===== src/rtl/mem_pkg.sv =====
// rtl/mem_pkg.sv - shared data-memory bus types and byte-lane helpers
package mem;

  typedef enum logic [1:0] {
    BYTE  = 2'd0,
    WORD  = 2'd1,
    DWORD = 2'd2
  } width_t;

  typedef enum logic [1:0] {
    IDLE      = 2'd0,
    READ_WAIT = 2'd1,
    READ_DONE = 2'd2,
    WRITE     = 2'd3
  } mem_ctrl_state_t;

  function automatic logic [3:0] lane_we(width_t width, logic [1:0] off);
    case (width)
      BYTE:    return 4'b0001 << off;
      WORD:    return 4'b0011 << {off[1], 1'b0};
      DWORD:   return 4'b1111;
      default: return 4'b0000;
    endcase
  endfunction

  function automatic logic [31:0] lane_extract(width_t width, logic [1:0] off, logic [31:0] data);
    logic [31:0] shifted;
    case (width)
      BYTE: begin
        shifted = data >> {off, 3'b000};
        return {24'h0, shifted[7:0]};
      end
      WORD: begin
        shifted = data >> {off[1], 4'b0000};
        return {16'h0, shifted[15:0]};
      end
      default: return data;
    endcase
  endfunction

  // Store data is replicated to every lane so byte enables alone select the target.
  function automatic logic [31:0] lane_replicate(width_t width, logic [31:0] data);
    case (width)
      BYTE:    return {4{data[7:0]}};
      WORD:    return {2{data[15:0]}};
      default: return data;
    endcase
  endfunction

endpackage


===== src/rtl/mem_bus_ctrl.sv =====
// rtl/mem_bus_ctrl.sv - data-memory bus controller driving a word-wide byte-enabled BRAM
module mem_bus_ctrl
  import mem::*;
#(
  parameter int ADDR_WIDTH   = 12,
  parameter int READ_LATENCY = 2
) (
  input  logic                  clk_in,
  input  logic                  rst_n_in,
  input  logic                  dispatch_read_in,
  input  logic                  dispatch_write_in,
  input  logic [31:0]           addr_in,
  input  width_t                mem_width_in,
  input  logic [31:0]           write_data_in,
  output logic                  busy_out,
  output logic [31:0]           read_data_out,
  output logic                  fault_out,
  output logic [ADDR_WIDTH-1:0] bram_addr_out,
  output logic [3:0]            bram_we_out,
  output logic [31:0]           bram_wdata_out,
  input  logic [31:0]           bram_rdata_in
);

  localparam logic [1:0] LAT_INIT = 2'(READ_LATENCY - 1);

  mem_ctrl_state_t state, state_next;
  width_t          width_q;
  logic [1:0]      off_q;
  logic [1:0]      cnt;
  logic            misaligned;
  logic            reject;
  logic            accept_read;
  logic            accept_write;

  // High address bits alias by design.
  logic unused_addr;
  assign unused_addr = ^addr_in[31:ADDR_WIDTH+2];

  always_ff @(posedge clk_in or negedge rst_n_in) begin
    if (!rst_n_in) state <= IDLE;
    else           state <= state_next;
  end

  always_comb begin
    misaligned   = 1'b0;
    reject       = 1'b0;
    accept_read  = 1'b0;
    accept_write = 1'b0;
    busy_out     = (state != IDLE) | dispatch_read_in | dispatch_write_in;
    state_next   = state;

    case (mem_width_in)
      BYTE:    misaligned = 1'b0;
      WORD:    misaligned = addr_in[0];
      DWORD:   misaligned = |addr_in[1:0];
      default: misaligned = 1'b1;
    endcase

    reject = (dispatch_read_in | dispatch_write_in) &
             ((dispatch_read_in & dispatch_write_in) | (state != IDLE) | misaligned);
    accept_read  = dispatch_read_in & ~reject;
    accept_write = dispatch_write_in & ~reject;

    case (state)
      IDLE: begin
        if (accept_read)       state_next = READ_WAIT;
        else if (accept_write) state_next = WRITE;
      end
      READ_WAIT: if (cnt == 2'd0) state_next = READ_DONE;
      READ_DONE: state_next = IDLE;
      WRITE:     state_next = IDLE;
      default:   state_next = IDLE;
    endcase
  end

  always_ff @(posedge clk_in or negedge rst_n_in) begin
    if (!rst_n_in) begin
      width_q        <= BYTE;
      off_q          <= 2'd0;
      cnt            <= 2'd0;
      fault_out      <= 1'b0;
      read_data_out  <= 32'h0;
      bram_addr_out  <= '0;
      bram_we_out    <= 4'h0;
      bram_wdata_out <= 32'h0;
    end else begin
      fault_out   <= reject;
      bram_we_out <= 4'h0;
      if (accept_read || accept_write) begin
        bram_addr_out <= addr_in[ADDR_WIDTH+1:2];
        width_q       <= mem_width_in;
        off_q         <= addr_in[1:0];
      end
      if (accept_read)                           cnt <= LAT_INIT;
      else if (state == READ_WAIT && cnt != 2'd0) cnt <= cnt - 2'd1;
      if (accept_write) begin
        bram_we_out    <= lane_we(mem_width_in, addr_in[1:0]);
        bram_wdata_out <= lane_replicate(mem_width_in, write_data_in);
      end
      if (state == READ_DONE) read_data_out <= lane_extract(width_q, off_q, bram_rdata_in);
    end
  end

endmodule


===== config.mk =====
export PLATFORM = sky130hd
export DESIGN_NAME = mem_bus_ctrl
export DESIGN_NICKNAME = d
export VERILOG_FILES = /design/src/rtl/mem_pkg.sv /design/src/rtl/mem_bus_ctrl.sv
export SDC_FILE = /design/constraint.sdc
export NUM_CORES = 1
export LEC_CHECK = 0
export CAP_MARGIN = 40
export CORE_MARGIN = 2
export CORE_UTILIZATION = 46
export CTS_CLUSTER_DIAMETER = 60
export CTS_CLUSTER_SIZE = 16
export DETAILED_ROUTE_END_ITERATION = 10
export GPL_TIMING_DRIVEN = 0
export PLACE_DENSITY_LB_ADDON = 0.25
export SLEW_MARGIN = 20
export SYNTH_ARGS = -nofsm -noshare
export SYNTH_HDL_FRONTEND = slang
export SYNTH_SLANG_ARGS = --single-unit

===== constraint.sdc =====
create_clock -name clk_in -period 3 [get_ports clk_in]
set_clock_uncertainty 0.15 [all_clocks]
set_input_delay 0.6 -clock clk_in [delete_from_list [all_inputs] [get_ports clk_in]]
set_output_delay 0.6 -clock clk_in [all_outputs]
set_load 0.03 [all_outputs]

# --- Word level (Yosys, flattened, before mapping) ---
# Cells that the tools add are included.
op_classes:
  n_addsub: 1
  n_eq_ne: 8
  shift: 4
  mux: 11
  bitwise: 10
  reduce_logical: 12
op_table:
  columns: ["operator", "count"]
  rows:
  - ["$pmux 32 s2", 2]
  - ["$shr 32x5->16", 1]
  - ["$shr 32x5->8", 1]
  - ["$pmux 4 s3", 1]
  - ["$mux 2", 5]
  - ["$logic_not 2->1", 4]
  - ["$eq 2x1->1 const B", 3]
  - ["$eq 2x2->1 const B", 3]
  - ["$pmux 2 s3", 1]
  - ["$reduce_bool 2->1", 3]
  - ["$or 1x1->1", 5]
  - ["$and 1x1->1", 4]
  - ["$mux 4", 1]
  - ["$reduce_or 2->1", 2]
  - ["$shl 1x2->4 const A", 1]
  - ["$shl 2x2->4 const A", 1]
  - ["$ne 3x3->1 const B", 1]
  - ["$pmux 1 s3", 1]
  - ["$ne 2x2->1 const B", 1]
  - ["$reduce_and 2->1", 1]
  - ["$sub 2x1->2 const B", 1]
  - ["$logic_and 1x1->1", 1]
  - ["$logic_or 1x1->1", 1]
  - ["$not 1->1", 1]
totals:
  ff_bits: 89
  inputBits: 102
  output_inout_bits: 82
  elab_cells: 55

# --- Longest topological paths before layout ---
depth:
  depth_word: 9
  mapped_depth: 7
  ltp_nobuf: 5

# --- Worst setup path after synthesis ---
# Ideal clock, no wire load.
synth_path:
  path_type: "input -> register"
  startpoint: "in addr_in[0]"
  endpoint: "reg bram_wdata_out[0]"
  setup_ns: 0.125
  arrival_time_ns: 1.817
  setup_slack_ns: 0.908
  path_stages: 6
  n_path_buf: 2
  path_cell_list: "buf_2 > nor2_1 > nor2_1 > a211oi_4 > buf_6 > mux2_2"
synth_between:
  elab_chain_len: 6
synth_rtl:
  columns: ["item", "line", "text"]
  rows:
  - ["start, declared", "mem_bus_ctrl.sv:12", "input logic [31:0] addr_in,"]
  - ["$reduce_or 2->1", "mem_bus_ctrl.sv:55", "DWORD: misaligned = |addr_in[1:0];"]
  - ["$pmux 1 s3 (*)", "mem_bus_ctrl.sv:52", "case (mem_width_in)"]
  - ["$or 1x1->1 (*)", "mem_bus_ctrl.sv:60", "((dispatch_read_in & dispatch_write_in) | (state != IDLE) | misaligned);"]
  - ["$and 1x1->1 (*)", "mem_bus_ctrl.sv:59", "reject = (dispatch_read_in | dispatch_write_in) &"]
  - ["$not 1->1 (*)", "mem_bus_ctrl.sv:62", "accept_write = dispatch_write_in & ~reject;"]
  - ["$and 1x1->1 (*)", "mem_bus_ctrl.sv:62", null]
  - ["end signal, assigned", "mem_bus_ctrl.sv:98", "bram_wdata_out <= lane_replicate(mem_width_in, write_data_in);"]
  - ["end, declared", "mem_bus_ctrl.sv:20", "output logic [31:0] bram_wdata_out,"]
# Every way passes the cells marked *; elsewhere a longest branch is shown, timed or not.
# A chain may end at the register's enable or synchronous reset.

# --- Worst setup path after layout ---
layout_path:
  startpoint: "in dispatch_read_in"
  endpoint: "out busy_out"
layout_between:
  elab_chain_len: 2
layout_rtl:
  columns: ["item", "line", "text"]
  rows:
  - ["start, declared", "mem_bus_ctrl.sv:10", "input logic dispatch_read_in,"]
  - ["$or 1x1->1 (2 in a row)", "mem_bus_ctrl.sv:49", "busy_out = (state != IDLE) | dispatch_read_in | dispatch_write_in;"]
  - ["end, declared", "mem_bus_ctrl.sv:15", "output logic busy_out,"]
# No other way between the ends.

==> results.txt <==
Initial Utilization -> 47.3%
Leakage -> 2.67 nW
Top FF cell, synth -> dfrtp_1
Final Hold Viols -> 0
Setup Fix Bufs, Post-CTS -> 0
Total gr overflow -> 0
Gate Count Post-Synth -> 381
CP Depth -> 4
DR WL/cell -> 17.9 microns
Placed cell count -> 655
Die area -> 0.0102 sq mm
Initial antenna violation count -> 0
Slowest Stage Delay on Critical Path -> 610 ps
Synth Area in Compound Gates -> 10.9%
ANT cells -> 0
Slew of the pin with the lowest slew margin -> 798 ps
Top cells by count, synth -> 89 x dfrtp_1, 62 x mux2_2, 44 x nand2_1
EDFF count, synth -> 0
FFs w/ async S/R, synth -> 100%
Most used cell, CP -> clkdlybuf4s50_1
Min-Delay Path Class -> in -> async
Setup TNS -> 0 ps
Clock latency on the worst-skew pair -> 350 ps
Register area share after synthesis -> 51.3%
FP Rows -> 35
Clock tree sinks -> 89
GP Congestion -> 0.852
Yosys warning total -> 0
Layout cells sized above 1 -> 18.9%
Clk slew on worst S/H paths -> 90 ps
Layout area overhead -> 45.5%
Synth Area in Adders -> 0.518%
Yosys top cell by area -> dfrtp_1
Register bit total from synthesis -> 89
Clk buf depth -> 2
Final Non-Filler Cells -> 671
Routed via count -> 3673
Htree depth -> 3
Via density -> 5.47
Worst-path cell chain -> clkdlybuf4s50_1, nor3_2, or2b_1, clkdlybuf4s50_1
I/O Pins -> 184
Inserted Clock Buffers -> 9
Outcome -> finished clean
VDD IR max -> 0.536 mV
Simple-gate share of the synthesized area -> 9.96%
Max cap viols -> 0
First-pass GRT wire length -> 18.5 mm
Setup crit end kind -> output port
Hold_buf cts -> 0
Final net count -> 658
Synthesized cell area -> 0.00435 sq mm
Min cycle time layout -> 2900 ps
Iter 0 DRT Violations -> 116
Fin. max-slew vios -> 0
CTS tree -> done
WP data arrival -> 2150 ps
Main combinational cell family by area after synthesis -> multiplexers
Drt pass-1 iters -> 5
FF-to-FF path depth -> 5
Peak Freq -> 345 MHz
Crit share post-route -> 96.6%
Core Box Area -> 0.00920 sq mm
Detailed Route WL -> 12.0 mm
Crit path buf inv count -> 2
Critical path's slowest cell -> clkdlybuf4s50_1
Distinct cells, synth -> 36
Mux cell area share after synthesis -> 22.6%
Largest net degree at the start of global routing -> 48
Crit path max-delay family -> buffers and inverters
Setup crit start kind -> input pin
Count leader, synth -> dfrtp_1
Xor/xnor share of the synthesized area -> 0.403%
Final cell utilization of the core -> 68.7%
CP Class -> in -> out
Relative slew slack -> 46.6%
Seq. cell area -> 0.00223 sq mm
GR Util All Layers -> 23.4%
DRC -> 0
Vias in the first global route -> 3796
CTS Root Cell -> clkbuf_8
Post-DP HPWL -> 8.95 mm
Final setup viols -> 0
Post-synth top area share -> 51.3%
CTS resizes -> 0
Unrepaired setup endpoints after global routing -> no
Post-DRT Antenna Nets -> 0
Net Count, Synth -> 484
IO Port Bufs -> 162
Area contributors post-synth -> dfrtp_1 51%, mux2_2 16%, nand2_1 3.8%, mux2i_1 3.5%, nor2_1 3.5%
Largest fanout on the critical path -> 4
Die height -> 101 microns
Fill cells -> 722
Multi-input gate area -> 0.00193 sq mm
Syn Area/Cell -> 11.4 sq um
Die Span X -> 101 microns
Pwr Density -> 1030 mW/mm^2
Critical Path RT -> 2250 ps
## logic make-up (layout without fill, tap and decap cells)
kind of cell,Yosys count,in the layout
buffers and inverters,32,211
flip-flops,89,89
adder cells (fa/ha/maj),2,2
AND/OR/NAND/NOR,100,100
XOR/XNOR,2,2
AO/OA/AOI/OAI,70,70
multiplexers,86,86
## power by group
group	switching [W]	internal [W]	leakage, nW
Combinational	0.00201	0.00162	1.50
Clock	0.000420	0.000411	0.0909
Sequential	0.000296	0.00175	1.08
Total	0.00272	0.00378	2.67
## metrics by stage
step	total power, W	hold WS [ps]	cell area [sq um]	setup slack [ps]
after floorplan	0.00420	154	4350	908
after global placement	0.00558	312	6110	-2020
after detailed placement	0.00569	326	6130	133
after CTS	0.00653	105	6320	111
after global routing	0.00685	126	6320	23.4
final	0.00650	80.3	6320	101
## sequential cells by signal (all words and copies together) (netlist names)
signal / cells
bram_wdata_out: 32
read_data_out: 32
bram_addr_out: 12
bram_we_out: 4
cnt: 2
off_q: 2
state: 2
width_q: 2
fault_out: 1
## area by class of cell
class | instances | area share, %
Inverter | 5 | 0.297
Clock inverter | 2 | 0.594
Buffer | 27 | 2.65
Tap cell | 111 | 2.20
Clock buffer | 14 | 2.41
Multi-Input combinational cell | 260 | 30.6
Timing Repair Buffer | 163 | 26.0
Sequential cell | 89 | 35.2
## layer usage
| layer | vias up | wire [microns] | global-route usage [%] |
|---|---|---|---|
| met2 | 183 | 5770 | 38.3 |
| li1 | 1691 | - | - |
| met5 | - | 0 | 0 |
| met1 | 1769 | 4870 | 29.8 |
| met3 | 30 | 1000 | 6.49 |
| met4 | 0 | 343 | 8.73 |
## worst paths after layout
| check | to | start | slack (ps) |
|---|---|---|---|
| setup / recovery | busy_out | dispatch_read_in | 100 |
| hold / removal | bram_wdata_out[5]$_DFFE_PN0P_ | rst_n_in | 80 |
| setup reg to reg | bram_wdata_out[16]$_DFFE_PN0P_ | state[0]$_DFFE_PN0P_ | 890 |
| hold reg to reg | read_data_out[26]$_DFFE_PN0N_ | read_data_out[26]$_DFFE_PN0N_ | 340 |
| max in group asynchronous | cnt[0]$_DFFE_PN0P_ | rst_n_in | 1990 |
| min in group clk_in | read_data_out[26]$_DFFE_PN0N_ | read_data_out[26]$_DFFE_PN0N_ | 340 |
## layout by cell type, fill, tap and decap left out, types with 2 or more instances in the layout
cell type	count
clkbuf_8	10
nor3_1	2
buf_4	2
mux2_4	9
a22oi_1	2
nor2_1	40
a21oi_1	11
buf_2	5
a21o_1	2
a22o_1	7
clkbuf_1	18
dfrtp_1	89
nand2b_1	2
buf_6	6
nor2b_1	4
clkdlybuf4s50_1	161
a221oi_1	15
or2b_1	2
nor3_2	2
mux2i_1	15
inv_1	5
mux2_2	62
o21ai_0	28
nand2_1	44
Note: power is estimated with default switching activity, not from simulation.
